## config.mk

```make
export PLATFORM = sky130hd
export DESIGN_NAME = dbg_port_master
export DESIGN_NICKNAME = d
export VERILOG_FILES = /design/src/rtl/dbg_port_master.sv
export SDC_FILE = /design/constraint.sdc
export NUM_CORES = 1
export LEC_CHECK = 0
export ABC_AREA = 1
export BUFFER_PORTS_ARGS = -buffer_cell sky130_fd_sc_hd__buf_2
export CAP_MARGIN = 30
export CORE_MARGIN = 2
export CORE_UTILIZATION = 53
export DETAILED_ROUTE_END_ITERATION = 10
export GPL_TIMING_DRIVEN = 1
export PLACE_DENSITY_LB_ADDON = 0.2
export SETUP_SLACK_MARGIN = 0.4
export SLEW_MARGIN = 20
export SYNTH_ARGS = -nofsm -noshare
export SYNTH_HDL_FRONTEND = slang
export SYNTH_SLANG_ARGS = --single-unit
```

## constraint.sdc

```tcl
create_clock -name clk -period 6.1 [get_ports clk]
set_clock_uncertainty 0.2 [all_clocks]
set_input_delay 0.305 -clock clk [delete_from_list [all_inputs] [get_ports clk]]
set_output_delay 0.305 -clock clk [all_outputs]
set_load 0.02 [all_outputs]
```

## src/rtl/dbg_port_master.sv

```systemverilog
`default_nettype none
// +----------------------------------------------------------------------------+
// | Module      : dbg_port_master                                              |
// | Description : Byte-stream debug port: halts/steps the CPU, reads RF/DM/IM, |
// |               writes DM/IM. Optional macro DBG_RX_TIMEOUT_EN enables an     |
// |               inter-byte receive timeout.                                  |
// | Revision    : 1.0 - initial release                                        |
// +----------------------------------------------------------------------------+
module dbg_port_master (
  input  logic        clk,
  input  logic        rst,
  input  logic [7:0]  rx_data,
  input  logic        rx_valid,
  output logic        rx_ready,
  output logic [7:0]  tx_data,
  output logic        tx_valid,
  input  logic        tx_ready,
  output logic        debug,
  output logic        clk_cpu,
  output logic [31:0] addr,
  output logic [31:0] din,
  output logic        we_dm,
  output logic        we_im,
  output logic        clk_ld,
  input  logic [31:0] dout_rf,
  input  logic [31:0] dout_dm,
  input  logic [31:0] dout_im,
  input  logic [31:0] pc
);

  localparam logic [7:0] c_OP_RD_RF  = 8'h01;
  localparam logic [7:0] c_OP_RD_DM  = 8'h02;
  localparam logic [7:0] c_OP_RD_IM  = 8'h03;
  localparam logic [7:0] c_OP_WR_DM  = 8'h04;
  localparam logic [7:0] c_OP_WR_IM  = 8'h05;
  localparam logic [7:0] c_OP_STEP   = 8'h06;
  localparam logic [7:0] c_OP_RESUME = 8'h07;
  localparam logic [7:0] c_OP_HALT   = 8'h08;
  localparam logic [7:0] c_RESP_OK   = 8'hA5;
  localparam logic [7:0] c_RESP_ERR  = 8'hEE;

  typedef enum logic [2:0] {
    S_IDLE     = 3'd0,
    S_GET_ADDR = 3'd1,
    S_GET_DATA = 3'd2,
    S_EXEC     = 3'd3,
    S_SETTLE   = 3'd4,
    S_SEND     = 3'd5,
    S_ACK      = 3'd6
  } state_t;

  state_t      r_state, w_state_nxt;
  logic [7:0]  r_op, w_op_nxt;
  logic [7:0]  r_addr, w_addr_nxt;
  logic [31:0] r_data, w_data_nxt;
  logic [1:0]  r_cnt, w_cnt_nxt;
  logic [31:0] r_shift, w_shift_nxt;
  logic [7:0]  r_resp, w_resp_nxt;
  logic        r_debug, w_debug_nxt;
  logic        w_is_write;
`ifdef DBG_RX_TIMEOUT_EN
  logic [15:0] r_tmo, w_tmo_nxt;
`endif

  assign w_is_write = (r_op == c_OP_WR_DM) || (r_op == c_OP_WR_IM);
  assign addr       = {24'h0, r_addr};
  assign debug      = r_debug;

  always_ff @(posedge clk or posedge rst) begin
    if (rst) begin
      r_state <= S_IDLE;
      r_op    <= '0;
      r_addr  <= '0;
      r_data  <= '0;
      r_cnt   <= '0;
      r_shift <= '0;
      r_resp  <= '0;
      r_debug <= 1'b1;
`ifdef DBG_RX_TIMEOUT_EN
      r_tmo   <= '0;
`endif
    end else begin
      r_state <= w_state_nxt;
      r_op    <= w_op_nxt;
      r_addr  <= w_addr_nxt;
      r_data  <= w_data_nxt;
      r_cnt   <= w_cnt_nxt;
      r_shift <= w_shift_nxt;
      r_resp  <= w_resp_nxt;
      r_debug <= w_debug_nxt;
`ifdef DBG_RX_TIMEOUT_EN
      r_tmo   <= w_tmo_nxt;
`endif
    end
  end

  always_comb begin
    w_state_nxt = r_state;
    w_op_nxt    = r_op;
    w_addr_nxt  = r_addr;
    w_data_nxt  = r_data;
    w_cnt_nxt   = r_cnt;
    w_shift_nxt = r_shift;
    w_resp_nxt  = r_resp;
    w_debug_nxt = r_debug;
    rx_ready    = 1'b0;
    tx_valid    = 1'b0;
    tx_data     = 8'h00;
    clk_cpu     = 1'b0;
    din         = 32'h0;
    we_dm       = 1'b0;
    we_im       = 1'b0;
    clk_ld      = 1'b0;

    case (r_state)
      S_IDLE: begin
        rx_ready = 1'b1;
        if (rx_valid) begin
          w_op_nxt = rx_data;
          if (rx_data >= c_OP_RD_RF && rx_data <= c_OP_WR_IM) begin
            w_state_nxt = S_GET_ADDR;
          end else if (rx_data >= c_OP_STEP && rx_data <= c_OP_HALT) begin
            w_state_nxt = S_EXEC;
          end else begin
            w_resp_nxt  = c_RESP_ERR;
            w_state_nxt = S_ACK;
          end
        end
      end

      S_GET_ADDR: begin
        rx_ready = 1'b1;
        if (rx_valid) begin
          w_addr_nxt = rx_data;
          w_cnt_nxt  = 2'd0;
          if (w_is_write) begin
            w_state_nxt = S_GET_DATA;
          end else if (r_debug) begin
            w_state_nxt = S_SETTLE;
          end else begin
            w_resp_nxt  = c_RESP_ERR;
            w_state_nxt = S_ACK;
          end
        end
      end

      S_GET_DATA: begin
        rx_ready = 1'b1;
        if (rx_valid) begin
          // Little-endian: earlier bytes migrate toward bit 0
          w_data_nxt = {rx_data, r_data[31:8]};
          w_cnt_nxt  = r_cnt + 2'd1;
          if (r_cnt == 2'd3) begin
            w_state_nxt = S_EXEC;
          end
        end
      end

      S_EXEC: begin
        w_state_nxt = S_ACK;
        w_resp_nxt  = c_RESP_OK;
        case (r_op)
          c_OP_WR_DM, c_OP_WR_IM: begin
            if (r_debug) begin
              din    = r_data;
              we_dm  = (r_op == c_OP_WR_DM);
              we_im  = (r_op == c_OP_WR_IM);
              clk_ld = 1'b1;
            end else begin
              w_resp_nxt = c_RESP_ERR;
            end
          end
          c_OP_STEP: begin
            if (r_debug) begin
              clk_cpu     = 1'b1;
              w_state_nxt = S_SETTLE;
            end else begin
              w_resp_nxt = c_RESP_ERR;
            end
          end
          c_OP_RESUME: w_debug_nxt = 1'b0;
          c_OP_HALT:   w_debug_nxt = 1'b1;
          default:     w_resp_nxt  = c_RESP_ERR;
        endcase
      end

      S_SETTLE: begin
        case (r_op)
          c_OP_RD_RF: w_shift_nxt = dout_rf;
          c_OP_RD_DM: w_shift_nxt = dout_dm;
          c_OP_RD_IM: w_shift_nxt = dout_im;
          default:    w_shift_nxt = pc;
        endcase
        w_cnt_nxt   = 2'd0;
        w_state_nxt = S_SEND;
      end

      S_SEND: begin
        tx_valid = 1'b1;
        tx_data  = r_shift[7:0];
        if (tx_ready) begin
          w_shift_nxt = {8'h00, r_shift[31:8]};
          w_cnt_nxt   = r_cnt + 2'd1;
          if (r_cnt == 2'd3) begin
            w_state_nxt = S_IDLE;
          end
        end
      end

      S_ACK: begin
        tx_valid = 1'b1;
        tx_data  = r_resp;
        if (tx_ready) begin
          w_state_nxt = S_IDLE;
        end
      end

      default: w_state_nxt = S_IDLE;
    endcase

`ifdef DBG_RX_TIMEOUT_EN
    // Abort a stalled payload; the partially received command never executes
    w_tmo_nxt = 16'h0;
    if ((r_state == S_GET_ADDR || r_state == S_GET_DATA) && !rx_valid) begin
      if (r_tmo == 16'hFFFF) begin
        w_resp_nxt  = c_RESP_ERR;
        w_cnt_nxt   = 2'd0;
        w_state_nxt = S_ACK;
      end else begin
        w_tmo_nxt = r_tmo + 16'd1;
      end
    end
`endif
  end

endmodule
`default_nettype wire
```

Yosys cells after proc, flatten, opt, wreduce, memory -nomap -nowiden. Cells that the tools add are included.

Reduce and logical (&&, ||, !) cells: 21. $add $sub $neg: 1. Equality and inequality tests: 26. Mux-type cells: 47. Order comparisons: 4.

Operators by type and width (count): 2-to-1 mux 32 bit (4); case mux 32 bit (3 select lines) (1); case mux 32 bit (2 select lines) (1); 2-to-1 mux 8 bit (6); 2-to-1 mux 3 bit (11); equality test 8 x 3 -> 1 bit, second input constant (4); case mux 8 bit (3 select lines) (1); != test 2 bit, second input constant (11); case mux 3 bit (7 select lines) (1); equality test 8 x 2 -> 1 bit, second input constant (2); case mux 8 bit (2 select lines) (1); case mux 7 bit (2 select lines) (1); AND reduction 7 bit (2); 2-to-1 mux 1 bit (13); AND reduction 2 bit (5); equality test 3 bit, second input constant (3); equality test 8 x 1 -> 1 bit, second input constant (1); equality test 8 x 4 -> 1 bit, second input constant (1); greater-or-equal comparator 8 x 1 -> 1 bit, second input constant (1); greater-or-equal comparator 8 x 3 -> 1 bit, second input constant (1); less-or-equal comparator 8 x 3 -> 1 bit, second input constant (1); less-or-equal comparator 8 x 4 -> 1 bit, second input constant (1); 2-to-1 mux 2 bit (4); case mux 2 bit (4 select lines) (1); other kinds (15) (21).

Word-level logic and storage cells: 107. Bits in registers: 94. Input bits: 140. Output and inout port bits: 79.

Longest topological paths before layout. Gate-level depths: netlist of run 1.

Depth after elaboration: 6. Mapped depth: 10.

Least setup slack after synthesis of run 1. OpenSTA, ideal clock, no wires.

Path type: register -> output. Start point: register r_op[6]. End point: output din[10]. Arrival time: 1653 ps. Slack: 3942 ps. Cell stages (with the launch flop): 9. Cell sequence: dfrtp_1 -> nor2_1 -> nand2_1 -> nor2_1 -> nand2_1 -> nor2_2 -> inv_2 -> buf_6 -> nor2_1.

Cells in the longest elaborated chain, start to end: 4.

Ends and longest elaborated chain: start: declaration (RTL line 53) `logic [7:0] r_op, w_op_nxt;`; start signal: assignment (RTL line 84) `r_op <= w_op_nxt;`; equality test 8 x 3 -> 1 bit (RTL line 162) `case (r_op)`; OR reduction 2 bit * (RTL line 162); 2-to-1 mux 32 bit * (RTL line 162); 2-to-1 mux 32 bit * (RTL line 115) `case (r_state)`; end: declaration (RTL line 21) `output logic [31:0] din,`.

Every way passes the cells marked *; elsewhere a longest branch is shown, timed or not.

Final worst setup path of run 1.
Start point: register r_state[2]. End point: output tx_data[0].

Cells in the longest elaborated chain, start to end: 2.

Ends and longest elaborated chain: start: declaration (RTL line 52) `state_t r_state, w_state_nxt;`; start signal: assignment (RTL line 83) `r_state <= w_state_nxt;`; equality test 3 bit (RTL line 115); case mux 8 bit (2 select lines) * (RTL line 115); end: declaration (RTL line 15) `output logic [7:0] tx_data,`.

Marked as above.

==> results of run 1 <==
-- routing by layer --
metal	global-route usage [%]	share of wire, %	vias to the layer above	routed length [um]
met2	40.4	47	190	6550
met3	4.12	5.4	19	753
met5	0	0	-	0
met4	7.33	1.5	0	209
li1	-	-	2817	-
met1	35.3	46	2442	6370
-- cells in the mapped netlist, drive strengths merged --
master	number
nand3	84
o21ai	95
inv	72
dfrtp	88
o22ai	3
dfstp	1
buf	59
nor3	5
nand4	2
nor2	109
clkbuf	4
a22o	1
nand2	241
a21boi	1
ha	1
conb	1
a21oi	28
-- power groups by stage --
stage / combinational [uW] / clock (uW) / sequential, uW
final: 1160 / 405 / 1020
after global routing: 1330 / 434 / 1050
after CTS: 1150 / 408 / 1010
after detailed placement: 1150 / 0 / 1020
after global placement: 1120 / 0 / 1020
after floorplan: 892 / 0 / 1000
-- worst reg2reg max path: stages (launching register included) --
cell and delay [ns]:
dfrtp_1 0.57, inv_2 0.11, nor2_2 0.14, inv_2 0.06, a21oi_4 0.52, inv_2 0.43
a21oi_1 0.25, a21oi_1 0.10
-- path summary, 6_finish.rpt --
| path | endpoint | startpoint | slack (ns) | cells after the start |
|---|---|---|---|---|
| worst min register to register | r_resp[5] | r_resp[5] | 0.28 | 2 |
| worst max register to register | r_shift[10] | r_state[2] | 3.61 | 7 |
| max in group asynchronous | r_addr[2] | rst | 4.39 | 4 |
| worst min-delay path | r_data[29] | rx_data[5] | 0.04 | 3 |
| min in group asynchronous | r_shift[1] | rst | 0.33 | 3 |
| worst max-delay path | tx_data[0] | r_state[2] | 3.24 | 6 |
-- through the flow --
stage / instances / setup WS (ns) / power (uW)
2_1_floorplan: 818 / 3.29 / 1890
3_3_place_gp: 1086 / 3.69 / 2140
3_5_place_dp: 1086 / 3.64 / 2170
4_1_cts: 1102 / 3.26 / 2570
5_1_grt: 1103 / 2.97 / 2820
6_report: 1103 / 3.24 / 2580
-- flip-flops by register name, indices dropped and copies added, names as in the netlist --
register  count
r_addr        8
r_state       3
r_data       32
r_op          8
r_shift      32
r_resp        3
r_cnt         2
debug         1
-- cell type report --
type / count / area share [%]
clock buffers: 10 / 2.13
multi-input cells: 594 / 39.9
inverters: 72 / 4.21
flip-flops and latches: 89 / 34.4
clock inverters: 5 / 0.870
repair buffers: 200 / 15.9
well taps: 133 / 2.57
-- kinds of logic after synthesis --
group,Yosys count
other,1
AND/OR/NAND/NOR,441
buffers and inverters,135
adder cells (fa/ha/maj),1
AO/OA/AOI/OAI,128
flip-flops,89
-- cell usage in the layout, fill, tap and decap left out, drive strengths merged, types with 2 or more instances in the layout --
cell type	count
nor2	109
nand4	2
a21oi	28
nand2	241
dfrtp	88
o21ai	95
buf	199
clkbuf	10
o22ai	3
clkinv	3
nand3	84
conb	24
inv	72
nor3	5
-- timing repair --
item,4_1_cts,5_1_grt
hold endpoints to repair,40,0
endpoints found under the setup margin,0,0
hold buffers,1,0
==> results.toml, run 1 <==
[global_route]
grt_pass1_wl_um = 22700
grt_pass1_vias = 4824
gr-total-overflow = 0
grt_max_degree = 65
grt_use_total_pct = 25.2
antenna_found_initial = 0

[critical_path]
worstSetupStartpointType = "flip-flop"
cp_common_cell = "inv_2"
crit_chain = "inv_2, nor2_2, nand2_2, inv_2, a22o_1, buf_2"
cp.buffers_inverters = 3
cp.arrival_ns = 2.36
worst_path_largest_cell_delay_ns = 0.57
worstPathRequired_ns = 5.59
worstSetupPathType = "reg -> out"
cp_max_fo = 32
crit_family = "buffers and inverters"
cp-end-kind = "output pin"
crit_slowest_cell = "dfrtp_1"

[yosys]
netlist.area_leader.share_pct = 40.9
ys_types = 26
synthMuxAreaShare_pct = 0
syn_area_per_cell_um2 = 6.77
synth_top_family_by_area = "simple AND/OR/NAND/NOR gates"
yosysTopAreaCell = "dfrtp_1"
synth.area.top_cells = "dfrtp_1 41%, nand2_1 16%, nand3_1 7.8%"
synth_xor_area_share_pct = 0
yosysWarningCount = 0
synth_seq_cells = 89
synthCells = 795
synth_simple_gate_area_share_pct = 33.7
yosysSeqAreaShare_pct = 41.4
synth-compound-area-share_pct = 12.3
synth_area_mm2 = 0.00539
synth_fa_ha_area_share_pct = 0.232

[pwr]
intPower_uw = 1420
combPwrFrac_pct = 44.9
power.switching_uw = 1160
ir_drop_mv = 0.175
switching_share_pct = 44.8
clkPwrFrac_pct = 15.7
power_density_mw_per_mm2 = 398
seqPwrFrac_pct = 39.4
total_leakage_power_uw = 0.00355

[placement]
gp_congestion = 0.883
dpl.hpwl_um = 10300
io_buffers = 194
placed_cell_area_mm2 = 0.00625

[sta]
clock.fmax_mhz = 349
drv_slew = 0
hold_violations = 0
min_period_ns = 2.86
finalCritPeriodShare_pct = 47.0
finalSetupTns_ns = 0
slew_headroom_pct = 43.0
report.final.setup_viol = 0
rsz0062_at_grt = "false"
holdWs_ns = 0.0446
worst_pin_slew_ns = 0.853

[final_layout]
nets = 1107
antenna_cells = 0
nFillCells = 967
design_area_mm2 = 0.00647
drive_gt1_share_pct = 24.6
multi_input_area_mm2 = 0.00258
regArea_mm2 = 0.00223
final_util_pct = 65.9
areaGrowthSynthToFinish_pct = 20.2

[clock_network]
clk_latency_ns = 0.35
cts_root_buf = "clkbuf_8"
cts_tree = "built"
clkTransAtPathRegs_ns = 0.09
cts.sinks = 89
cts_made_buffers = 9
cts-htree-levels = 3
clockBufferDepth = 2
cts_setup_buffers = 0
ctsResizeCount = 0

[job]
drv_cap = 0

[detailed_routing]
drt_iter0_drc = 370
vias = 5468
finalWirelength_um = 13900
avgRoutedWirePerCell_um = 12.6
ant_nets = 0
via_per_inst = 4.96
drt_pass1_iterations = 5
drc_errors = 0

[floorplan]
die_h_um = 105
io-pin-count = 219
initial_core_util_pct = 54.8
rows = 36
die_area_mm2 = 0.0110
die_x_um = 105
core_area_mm2 = 0.00982

[run_status]
status = "finished clean"

[hold_path]
min_path_type = "in -> reg"
No activity file was read; power rests on OpenSTA's default activity.
==> inputs of run 2 (changes only) <==
Settings changed: CORE_UTILIZATION 53 to 49.
Clock period 6.1 ns to 2.9 ns, I/O delays scaled along.
==> run 2 against run 1 <==
  * Global-route usage grew 0.40 points
  * The run now ends with negative hold slack left
  * Wire length is 11% higher
  * Combinational power increased by 140%
  * Non-clock buffer count is 75 higher
  * Worst hold slack got worse by 0.048 ns
  * Critical path type unchanged
  * Cell count grew 7.6%
  * First-iteration DRC count down 0.54%
  * Flip-flop and latch count unchanged
  * Die area rose by 7.8%
  * Largest cell class unchanged
==> results.toml, run 2 (same netlist as run 1, synthesis figures left out) <==
[sta]
finalSetupTns_ns = 0
rsz0062_at_grt = "false"
hold_violations = 1
holdWs_ns = -0.00306
slew_headroom_pct = 49.8
report.final.setup_viol = 0
min_period_ns = 2.34
drv_slew = 0
finalCritPeriodShare_pct = 80.6
setup_ws_ns = 0.562
clock.fmax_mhz = 428
worst_pin_slew_ns = 0.752

[global_route]
grt_use_total_pct = 25.6
grt_pass1_vias = 5081
grt_pass1_wl_um = 23800
gr-total-overflow = 0
grt_max_degree = 47
antenna_found_initial = 0

[clock_network]
cts-htree-levels = 3
cts.sinks = 89
cts_root_buf = "clkbuf_8"
clockBufferDepth = 2
cts_tree = "built"
cts_made_buffers = 9
clkTransAtPathRegs_ns = 0.09
clk_latency_ns = 0.36

[critical_path]
crit_slowest_cell = "dfrtp_2"
worstSetupStartpointType = "flip-flop"
cp_max_fo = 32
worst_path_largest_cell_delay_ns = 0.49
worstPathRequired_ns = 2.56
cp.buffers_inverters = 3
cp.arrival_ns = 1.99
crit_family = "buffers and inverters"
worstSetupPathType = "reg -> out"
crit_chain = "inv_2, nor2_2, nand2_2, clkinv_2, a22o_1, buf_2"
cp-end-kind = "output pin"

[final_layout]
areaGrowthSynthToFinish_pct = 35.1
antenna_cells = 0
regArea_mm2 = 0.00223
largest_registers = "r_data (32), r_shift (32)"
multi_input_area_mm2 = 0.00261
layout_common_cells = "234 x nand2_1, 194 x buf_2, 100 x nor2_1, 87 x dfrtp_1, 83 x nand3_1"
final_cells = 1187
final_common_cell = "nand2_1"
drive_gt1_share_pct = 24.4
nFillCells = 992
nets = 1183

[detailed_routing]
vias = 5903
via_per_inst = 4.97
drt_iter0_drc = 368
ant_nets = 0
drt_pass1_iterations = 5
drc_errors = 0
finalWirelength_um = 15400
avgRoutedWirePerCell_um = 13.0

[floorplan]
die_x_um = 109
die_h_um = 109
core_area_mm2 = 0.0108
io-pin-count = 219
die_area_mm2 = 0.0118
rows = 38
initial_core_util_pct = 49.9

[job]
drv_cap = 0

[placement]
io_buffers = 194
dp.cells = 1100
dp_slack_ns = 0.817
dpl.hpwl_um = 10700
gp_congestion = 0.853

[run_status]
status = "finished, violations left"
violations = "negative hold slack"

[hold_path]
min_path_type = "in -> async"

[pwr]
total_leakage_power_uw = 0.00391
ir_drop_mv = 0.359
power_density_mw_per_mm2 = 789
run 2: cell count changes in the layout (fill, tap and decap cells not counted), sizes merged:
cell         before  now
dlygate4sd3       1   68
buf             199  207
inv              72   70
nor2            109  110
clkinvlp          1    3
clkinv            3    4
run 2: area by class of cell:
cell class / count / share of cell area (%)
clock buffer: 10 / 1.89
clock inverter: 6 / 0.929
inverter: 72 / 3.85
multi-input combinational: 595 / 35.9
sequential: 89 / 30.6
tap: 140 / 2.41
timing repair buffer: 275 / 24.4
run 2: worst register-to-register path, stage by stage (launching register included):
cell and delay [ns]:
dfrtp_1 0.39, nor2_1 0.18, nand3_2 0.20, nor2_1 0.17
buf_6 0.22, nand2_1 0.09, nand2_1 0.07, nor2_1 0.04
o21ai_0 0.14, dlygate4sd3_1 0.58
run 2: routing by layer:
metal	GRT usage (%)	part of all wire, %	up-vias
met3	6.34	6.5	32
met1	33.9	43	2690
met2	42.0	48	211
met5	0	0	-
li1	-	-	2970
met4	6.96	2.2	0
run 2: final timing paths:
kind                       startpoint           to  slack, ns  depth (start not counted)
max                        r_state[2]   tx_data[0]       0.56                          6
max in group asynchronous         rst   r_state[2]       1.73                          4
min                               rst   r_shift[1]     -0.003                          3
min in group clk           dout_dm[0]   r_shift[0]       0.01                          5
max reg2reg                   r_op[6]  r_shift[26]       0.57                          9
min reg2reg                 r_resp[5]    r_resp[5]       0.27                          2
run 2: report_power, final:
part           switching [uW]  internal [uW]
sequential                347           1790
clock                     446            423
combinational            1740            994
total                    2540           3200
run 2: metrics by stage:
stage | area (um^2) | util (%) | total power, uW | hold WS [ns]
final | 7280 | 67.4 | 5740 | -0.00306
after global routing | 7280 | 67.4 | 6240 | 0.00528
after CTS | 7210 | 66.8 | 5660 | 0.000799
after detailed placement | 6320 | 58.6 | 4630 | -0.181
after global placement | 6320 | 58.6 | 4580 | -0.182
after floorplan | 5480 | - | 3980 | 0.119
run 2: repair_timing:
action / 4_1_cts / 5_1_grt
hold buffers: 68 / 0
buffers inserted: 0 / 2
endpoints found under the hold margin: 139 / 0
endpoints found under the setup margin: 0 / 55
resized for setup: 0 / 15
